===== src/rtl/data_mem_arbiter_pkg.sv =====
// Shared types and constants for the data memory arbiter.
package dmem_arb_pkg;

   localparam int ADDR_W_DEF    = 32;
   localparam int DATA_W_DEF    = 32;
   localparam int MEM_DEPTH_DEF = 256;

   localparam int REQ_CORE = 0;
   localparam int REQ_DMA  = 1;

   typedef enum logic [1:0] {
      ST_IDLE   = 2'd0,
      ST_GRANT  = 2'd1,
      ST_ACCESS = 2'd2,
      ST_RESP   = 2'd3
   } state_e;

endpackage


===== src/rtl/data_mem_arbiter_if.sv =====
// Requester handshake and memory bus of the data memory arbiter.
// slave = arbiter view, master = requesters plus memory.
interface data_mem_arbiter_if
   import dmem_arb_pkg::*;
#(
   parameter int ADDR_W = ADDR_W_DEF,
   parameter int DATA_W = DATA_W_DEF
) ();

   logic [1:0]          req;
   logic [1:0]          req_we;
   logic [2*ADDR_W-1:0] req_addr;
   logic [2*DATA_W-1:0] req_wdata;
   logic [1:0]          gnt;
   logic [1:0]          rsp_valid;
   logic [DATA_W-1:0]   rsp_rdata;
   logic                rsp_err;

   logic                mem_MemWrite;
   logic                mem_MemRead;
   logic [ADDR_W-1:0]   mem_Address;
   logic [DATA_W-1:0]   mem_Write_data;
   logic [DATA_W-1:0]   mem_Read_data;

   modport slave (
      input  req, req_we, req_addr, req_wdata, mem_Read_data,
      output gnt, rsp_valid, rsp_rdata, rsp_err,
      output mem_MemWrite, mem_MemRead, mem_Address, mem_Write_data
   );

   modport master (
      output req, req_we, req_addr, req_wdata, mem_Read_data,
      input  gnt, rsp_valid, rsp_rdata, rsp_err,
      input  mem_MemWrite, mem_MemRead, mem_Address, mem_Write_data
   );

endinterface


===== src/rtl/data_mem_arbiter_pick.sv =====
// Two-way winner select: a lone request wins outright, a tie goes to
// the requester named by ptr.
module dmem_arb_pick
   import dmem_arb_pkg::*;
(
   input  logic [1:0] req,
   input  logic       ptr,
   output logic [1:0] win
);

   always_comb begin
      win = req;
      if (req == 2'b11) begin
         win = (ptr == 1'(REQ_DMA)) ? 2'b10 : 2'b01;
      end
   end

endmodule


===== src/rtl/data_mem_arbiter.sv =====
// Core/DMA data memory arbiter: fixed 4-cycle grant/setup/access/response.
// Define DMEM_ARB_RR_EN for round-robin ties; default is fixed core priority.
//
// state     | meaning
// ST_IDLE   | waiting; on any req pulse gnt and latch the winner's payload
// ST_GRANT  | address/data setup from the latch, strobes low
// ST_ACCESS | one memory strobe (none if out of range), read data sampled
// ST_RESP   | rsp_valid to the latched requester with rdata/err
module data_mem_arbiter
   import dmem_arb_pkg::*;
#(
   parameter int ADDR_W    = ADDR_W_DEF,
   parameter int DATA_W    = DATA_W_DEF,
   parameter int MEM_DEPTH = MEM_DEPTH_DEF
) (
   input  logic               clk,
   input  logic               rst_n,
   data_mem_arbiter_if.slave  bus,
   output logic               busy
);

   localparam logic [ADDR_W:0] DEPTH_X = (ADDR_W+1)'(MEM_DEPTH);

   state_e            state_q, state_d;
   logic [1:0]        sel_q, sel_d;
   logic              we_q, we_d;
   logic [ADDR_W-1:0] addr_q, addr_d;
   logic [DATA_W-1:0] wdata_q, wdata_d;
   logic [DATA_W-1:0] rdata_q, rdata_d;
   logic              oor_q, oor_d;
   logic [1:0]        win_oh;
   logic [1:0]        gnt_oh;
   logic              ptr;

   dmem_arb_pick u_pick (
      .req (bus.req),
      .ptr (ptr),
      .win (win_oh)
   );

`ifdef DMEM_ARB_RR_EN
   logic ptr_q, ptr_d;

   // Tie preference flips to the other requester after every grant.
   always_comb begin
      ptr_d = ptr_q;
      if (state_q == ST_IDLE && bus.req != 2'b00) begin
         ptr_d = win_oh[REQ_CORE];
      end
   end

   always_ff @(posedge clk or negedge rst_n) begin
      if (!rst_n) begin
         ptr_q <= 1'(REQ_CORE);
      end else begin
         ptr_q <= ptr_d;
      end
   end

   assign ptr = ptr_q;
`else
   assign ptr = 1'(REQ_CORE);
`endif

   always_comb begin
      state_d = state_q;
      sel_d   = sel_q;
      we_d    = we_q;
      addr_d  = addr_q;
      wdata_d = wdata_q;
      rdata_d = rdata_q;
      oor_d   = oor_q;
      gnt_oh  = 2'b00;
      case (state_q)
         ST_IDLE: begin
            if (bus.req != 2'b00) begin
               gnt_oh  = win_oh;
               sel_d   = win_oh;
               we_d    = win_oh[REQ_DMA] ? bus.req_we[REQ_DMA] : bus.req_we[REQ_CORE];
               addr_d  = win_oh[REQ_DMA] ? bus.req_addr[2*ADDR_W-1:ADDR_W]
                                         : bus.req_addr[ADDR_W-1:0];
               wdata_d = win_oh[REQ_DMA] ? bus.req_wdata[2*DATA_W-1:DATA_W]
                                         : bus.req_wdata[DATA_W-1:0];
               oor_d   = ({1'b0, addr_d} >= DEPTH_X);
               rdata_d = '0;
               state_d = ST_GRANT;
            end
         end
         ST_GRANT: begin
            state_d = ST_ACCESS;
         end
         ST_ACCESS: begin
            rdata_d = (!we_q && !oor_q) ? bus.mem_Read_data : '0;
            state_d = ST_RESP;
         end
         ST_RESP: begin
            state_d = ST_IDLE;
         end
         default: begin
            state_d = ST_IDLE;
         end
      endcase
   end

   always_ff @(posedge clk or negedge rst_n) begin
      if (!rst_n) begin
         state_q <= ST_IDLE;
         sel_q   <= '0;
         we_q    <= 1'b0;
         addr_q  <= '0;
         wdata_q <= '0;
         rdata_q <= '0;
         oor_q   <= 1'b0;
      end else begin
         state_q <= state_d;
         sel_q   <= sel_d;
         we_q    <= we_d;
         addr_q  <= addr_d;
         wdata_q <= wdata_d;
         rdata_q <= rdata_d;
         oor_q   <= oor_d;
      end
   end

   // gnt is combinational off req, so it is masked while reset is held.
   assign bus.gnt            = gnt_oh & {2{rst_n}};
   assign bus.mem_MemWrite   = (state_q == ST_ACCESS) && we_q && !oor_q;
   assign bus.mem_MemRead    = (state_q == ST_ACCESS) && !we_q && !oor_q;
   assign bus.mem_Address    = addr_q;
   assign bus.mem_Write_data = wdata_q;
   assign bus.rsp_valid      = (state_q == ST_RESP) ? sel_q : 2'b00;
   assign bus.rsp_err        = (state_q == ST_RESP) && oor_q;
   assign bus.rsp_rdata      = (state_q == ST_RESP) ? rdata_q : '0;
   assign busy               = (state_q != ST_IDLE);

endmodule


===== src/flat_wrapper.sv =====
// flat-port wrapper written by rule: the top's interface ports become plain ports
module data_mem_arbiter_flat import dmem_arb_pkg::*;
#(
   parameter int ADDR_W    = ADDR_W_DEF,
   parameter int DATA_W    = DATA_W_DEF,
   parameter int MEM_DEPTH = MEM_DEPTH_DEF
)
  (clk, rst_n, busy, bus_req, bus_req_we, bus_req_addr, bus_req_wdata, bus_mem_Read_data, bus_gnt, bus_rsp_valid, bus_rsp_rdata, bus_rsp_err, bus_mem_MemWrite, bus_mem_MemRead, bus_mem_Address, bus_mem_Write_data);
  data_mem_arbiter_if #(.ADDR_W(ADDR_W), .DATA_W(DATA_W)) bus_i ();
  input  logic clk;
  input  logic rst_n;
  output logic busy;
  input wire logic [$bits(bus_i.req)-1:0] bus_req;
  input wire logic [$bits(bus_i.req_we)-1:0] bus_req_we;
  input wire logic [$bits(bus_i.req_addr)-1:0] bus_req_addr;
  input wire logic [$bits(bus_i.req_wdata)-1:0] bus_req_wdata;
  input wire logic [$bits(bus_i.mem_Read_data)-1:0] bus_mem_Read_data;
  output wire logic [$bits(bus_i.gnt)-1:0] bus_gnt;
  output wire logic [$bits(bus_i.rsp_valid)-1:0] bus_rsp_valid;
  output wire logic [$bits(bus_i.rsp_rdata)-1:0] bus_rsp_rdata;
  output wire logic [$bits(bus_i.rsp_err)-1:0] bus_rsp_err;
  output wire logic [$bits(bus_i.mem_MemWrite)-1:0] bus_mem_MemWrite;
  output wire logic [$bits(bus_i.mem_MemRead)-1:0] bus_mem_MemRead;
  output wire logic [$bits(bus_i.mem_Address)-1:0] bus_mem_Address;
  output wire logic [$bits(bus_i.mem_Write_data)-1:0] bus_mem_Write_data;
  assign bus_i.req = bus_req;
  assign bus_i.req_we = bus_req_we;
  assign bus_i.req_addr = bus_req_addr;
  assign bus_i.req_wdata = bus_req_wdata;
  assign bus_i.mem_Read_data = bus_mem_Read_data;
  assign bus_gnt = bus_i.gnt;
  assign bus_rsp_valid = bus_i.rsp_valid;
  assign bus_rsp_rdata = bus_i.rsp_rdata;
  assign bus_rsp_err = bus_i.rsp_err;
  assign bus_mem_MemWrite = bus_i.mem_MemWrite;
  assign bus_mem_MemRead = bus_i.mem_MemRead;
  assign bus_mem_Address = bus_i.mem_Address;
  assign bus_mem_Write_data = bus_i.mem_Write_data;
  data_mem_arbiter #(.ADDR_W(ADDR_W), .DATA_W(DATA_W), .MEM_DEPTH(MEM_DEPTH)) u_core (.clk(clk), .rst_n(rst_n), .bus(bus_i), .busy(busy));
endmodule

===== config.mk =====
export PLATFORM = sky130hd
export DESIGN_NAME = data_mem_arbiter_flat
export DESIGN_NICKNAME = d
export VERILOG_FILES = /design/src/rtl/data_mem_arbiter_pkg.sv /design/src/rtl/data_mem_arbiter_if.sv /design/src/rtl/data_mem_arbiter_pick.sv /design/src/rtl/data_mem_arbiter.sv /design/src/flat_wrapper.sv
export SDC_FILE = /design/constraint.sdc
export NUM_CORES = 1
export LEC_CHECK = 0
export ABC_AREA = 1
export CAP_MARGIN = 40
export CORE_MARGIN = 5
export CORE_UTILIZATION = 36
export CTS_CLUSTER_DIAMETER = 50
export DETAILED_ROUTE_END_ITERATION = 10
export PLACE_DENSITY = 0.86
export RECOVER_POWER = 100
export SLEW_MARGIN = 20
export SYNTH_ARGS = -nofsm -noshare
export SYNTH_HDL_FRONTEND = slang
export SYNTH_HIERARCHICAL = 1
export SYNTH_SLANG_ARGS = --single-unit

===== constraint.sdc =====
create_clock -name clk -period 1.75 [get_ports clk]
set_input_delay 0.4375 -clock clk [delete_from_list [all_inputs] [get_ports clk]]
set_output_delay 0.4375 -clock clk [all_outputs]
set_load 0.005 [all_outputs]

==> results by group <==
Logic synthesis
  – Syn Inst Count: approximately 660
  – Most area-consuming cells after synthesis: dfrtp_1, nand2_1, a31oi_1, nor2_1, inv_1
  – Area leader, netlist: dfrtp_1
  – Post-synthesis xor/xnor area fraction: 0%
  – Largest family of logic cells by synthesized area: simple AND/OR/NAND/NOR gates
  – Mapped cell area: 5046 um^2
  – Number of synthesis warnings: 6
  – Post-synthesis simple-gate area fraction: between 20 and 30%
  – Multiplexer share of the synthesized area: 0%
  – Synth Register Bits: a little over 100
  – Compound-Gate Fraction of Synth Area: under 10%
  – Netlist cell types: 24
  – Post-synthesis sequential area ratio: 50.58%
  – Mapped Avg Cell Area: approximately 7.6 um^2
  – Share of the synthesized area in the top cell type: between 50% and 60%
  – Post-Synth Adder-Cell Area: 0.7439%

Setup path
  – Worst reg2reg endpoint: u_core/rdata_q[17]$_DFFE_PN0P_
  – CP Capture Type: primary output
  – Startpoint types: flip-flop
  – Crit Path Category: flip-flop to primary output
  – Reg-to-reg slack, setup: -20 ps
  – Worst Reg-to-Reg Cells: 10
  – Critical path peak fanout: 5
  – Crit path DAT: 1570 ps
  – Reg-to-Reg Start: u_core/state_q[1]$_DFFE_PN0P_
  – Worst EP required: 1310 ps

Final layout
  – Area grow syn2layout: 73.05%
  – Most frequent cells in the layout: nand2_1, clkdlybuf4s50_1, dfrtp_1
  – Commonest non-fill, non-tap cell in the layout: nand2_1
  – Post-route cell area: 8732 um^2
  – Fin cells: 1146
  – Fillers: around 1100
  – Nets@finish: between 1000 and 1500
  – Diode count: 0
  – Share of post-route cells with drive strength above 1: between 10% and 20%

GRT
  – First-pass GRT wire length: ~27000 um
  – Largest net degree at the start of global routing: about 100
  – GRT Total Usage: around 20%
  – Vias in the first global route: around 5500
  – Initial antenna violation count: 0
  – Gr ovfl total: 0

CTS
  – CTS Root Cell: clkbuf_16
  – CTS Hold Bufs: 0
  – Worst-Skew Late Latency: between 300 and 400 ps
  – TritonCTS buffer count: 9
  – CTS H-Tree Depth: 3
  – Worst-path clk slew: 70 ps
  – CTS max path bufs: 2
  – CTS tree: done
  – Number of clock sinks: 102

Route
  – DRC Markers: 0
  – DR WL/cell: around 16 um
  – Total Wirelength: around 18000 um
  – Remaining antenna violation count after routing: 0
  – Vias: about 5500
  – Vias/cell: around 4.8
  – Router iterations before antenna repair: 5
  – Drt initial violations: 256

Timing
  – Worst slew pin tran: around 1400 ps
  – Worst Skew: about 5.6 ps
  – Final hold vios: 0
  – Setup Viol. Count Final: 68
  – Final Critical Period: about 2000 ps
  – Final period util: 114.4%
  – Final worst slack: -252.7 ps
  – Pins Over Slew Limit: 0
  – Peak Freq: between 400 and 500 MHz
  – Relative slew slack: under 10%
  – RSZ-0062 raised after global routing: true

Run
  – Max-Cap Viols: 0

Placement
  – Placed inst area: between 8000 and 9000 um^2
  – Port-buffer cells: 269
  – Dpl hpwl: between 10000 and 15000 um
  – Placed Cells: ~1100
  – GP Congestion: around 0.83

Floorplan
  – I/O Pins: between 200 and 300
  – Die area: ~16000 um^2
  – Die width: about 130 um
  – Starting Density: 36.49%
  – Core area: around 14000 um^2
  – Die Span Y: between 100 and 150 um
  – Row count: 43

Power
  – Logic pwr share: about half
  – Pwr Density: between 1000 and 1500 nW/um^2
  – Clk pwr share: between 10% and 20%
  – Sw Pwr: around 3.9 mW
  – Cell Int Power: ~7.5 mW
  – Peak VDD IR: 0.7222 mV
  – Seq pwr share: between 30% and 40%
  – Lkg Pwr: around 4.5 nW
  – Switching share of total power: 34.14%

Hold path
  – HP Start: u_core/bus.mem_Address[18]$_DFFE_PN0P_
  – Hold Path Stages: 2
  – Worst min path class: flip-flop to flip-flop
  – Worst hold endpoint: u_core/bus.mem_Address[18]$_DFFE_PN0P_

Outcome
  – Failing checks: negative setup slack
  – Run status: finished, violations left
## synthesized netlist by cell type (all sizes together)
cell type,count
nand2,269
dfrtp,102
nor2,71
inv,60
a31oi,52
nand3,35
buf,34
o21ai,23
clkbuf,7
ha,3
or2,2
a21oi,1
conb,1
nor3,1
## sequential cells by signal (all words and copies together) (netlist names)
| register | count |
|---|---|
| u_core/rdata_q | 32 |
| u_core/bus.mem_Write_data | 32 |
| u_core/sel_q | 2 |
| u_core/oor_q | 1 |
| u_core/we_q | 1 |
| u_core/bus.mem_Address | 32 |
| u_core/state_q | 2 |
## power by group through the flow
stage / registers (mW) / logic (mW) / clock network (mW)
3_5_place_dp: 3.67 / 4.87 / 0
3_3_place_gp: 3.62 / 4.80 / 0
2_1_floorplan: 3.68 / 2.05 / 0
4_1_cts: 3.65 / 5.49 / 2.06
5_1_grt: 3.74 / 6.16 / 2.16
6_report: 3.64 / 5.70 / 2.00
## layer usage
metal | wire length [um] | vias to the layer above | global-route usage, %
met5 | 0 | - | 0
met4 | 497 | 0 | 7.428
met3 | 1992 | 35 | 7.140
met2 | 9253 | 242 | 36.90
met1 | 6509 | 2579 | 22.15
li1 | - | 2664 | -
## worst max path at each step
| stage | start | to | slack [ps] | depth (start not counted) |
|---|---|---|---|---|
| 2_1_floorplan | u_core/state_q[0]$_DFFE_PN0P_ | bus_gnt[1] | 10 | 8 |
| 3_3_place_gp | bus_req[0] | bus_gnt[1] | -540 | 8 |
| 3_5_place_dp | bus_req[0] | bus_gnt[1] | -600 | 8 |
| 4_1_cts | u_core/state_q[1]$_DFFE_PN0P_ | bus_rsp_rdata[26] | -250 | 7 |
| 5_1_grt | u_core/state_q[0]$_DFFE_PN0P_ | bus_rsp_rdata[17] | -320 | 7 |
| 6_report | u_core/state_q[1]$_DFFE_PN0P_ | bus_rsp_rdata[18] | -250 | 7 |
## metrics by stage
stage | TNS, ps | util (%) | hold WS [ps] | worst slack [ps] | power (mW)
global placement | -32990 | 58.48 | 461.5 | -540.9 | 8.422
detailed placement | -38730 | 58.48 | 465.5 | -602.4 | 8.547
global route | -15320 | 63.15 | 506.3 | -318.0 | 12.07
floorplan | 0 | - | 141.9 | 12.68 | 5.725
CTS | -6101 | 61.64 | 239.6 | -254.2 | 11.19
finish | -7795 | 63.15 | 483.8 | -252.7 | 11.34
## repair_timing
| action | CTS | global route |
|---|---|---|
| setup buffers | 11 | 6 |
| setup endpoints to repair | 105 | 126 |
| gates resized for setup | 221 | 65 |
| pin swaps | 4 | 7 |
| gates cloned | 3 | 2 |
## cell families (layout without fill, tap and decap cells)
logic type                 count (synthesis)  after routing
buffers and inverters                    101            405
other                                      1              2
DFF                                      102            102
adders and majority gates                  3              3
and+or+nand+nor                          378            378
AOI/OAI and AO/OA                         76             76
## worst max-delay path, stage by stage, from the launching register on
cell     delay (ps)
dfrtp_1         420
ha_4            210
buf_12          140
buf_16          130
buf_8           120
nand2_4          50
inv_2            30
buf_2           110
## layout make-up
| type | instances | area, um^2 | share of cell area [%] |
|---|---|---|---|
| clock buffers | 13 | 260.3 | 2.980 |
| clock inverters | 1 | 30.03 | 0.3439 |
| inverters | 60 | 227.7 | 2.608 |
| multi-input cells | 459 | 2202 | 25.22 |
| flip-flops and latches | 102 | 2552 | 29.23 |
| well taps | 180 | 225.2 | 2.579 |
| repair buffers | 331 | 3234 | 37.04 |
Note: power is estimated with default switching activity, not from simulation.
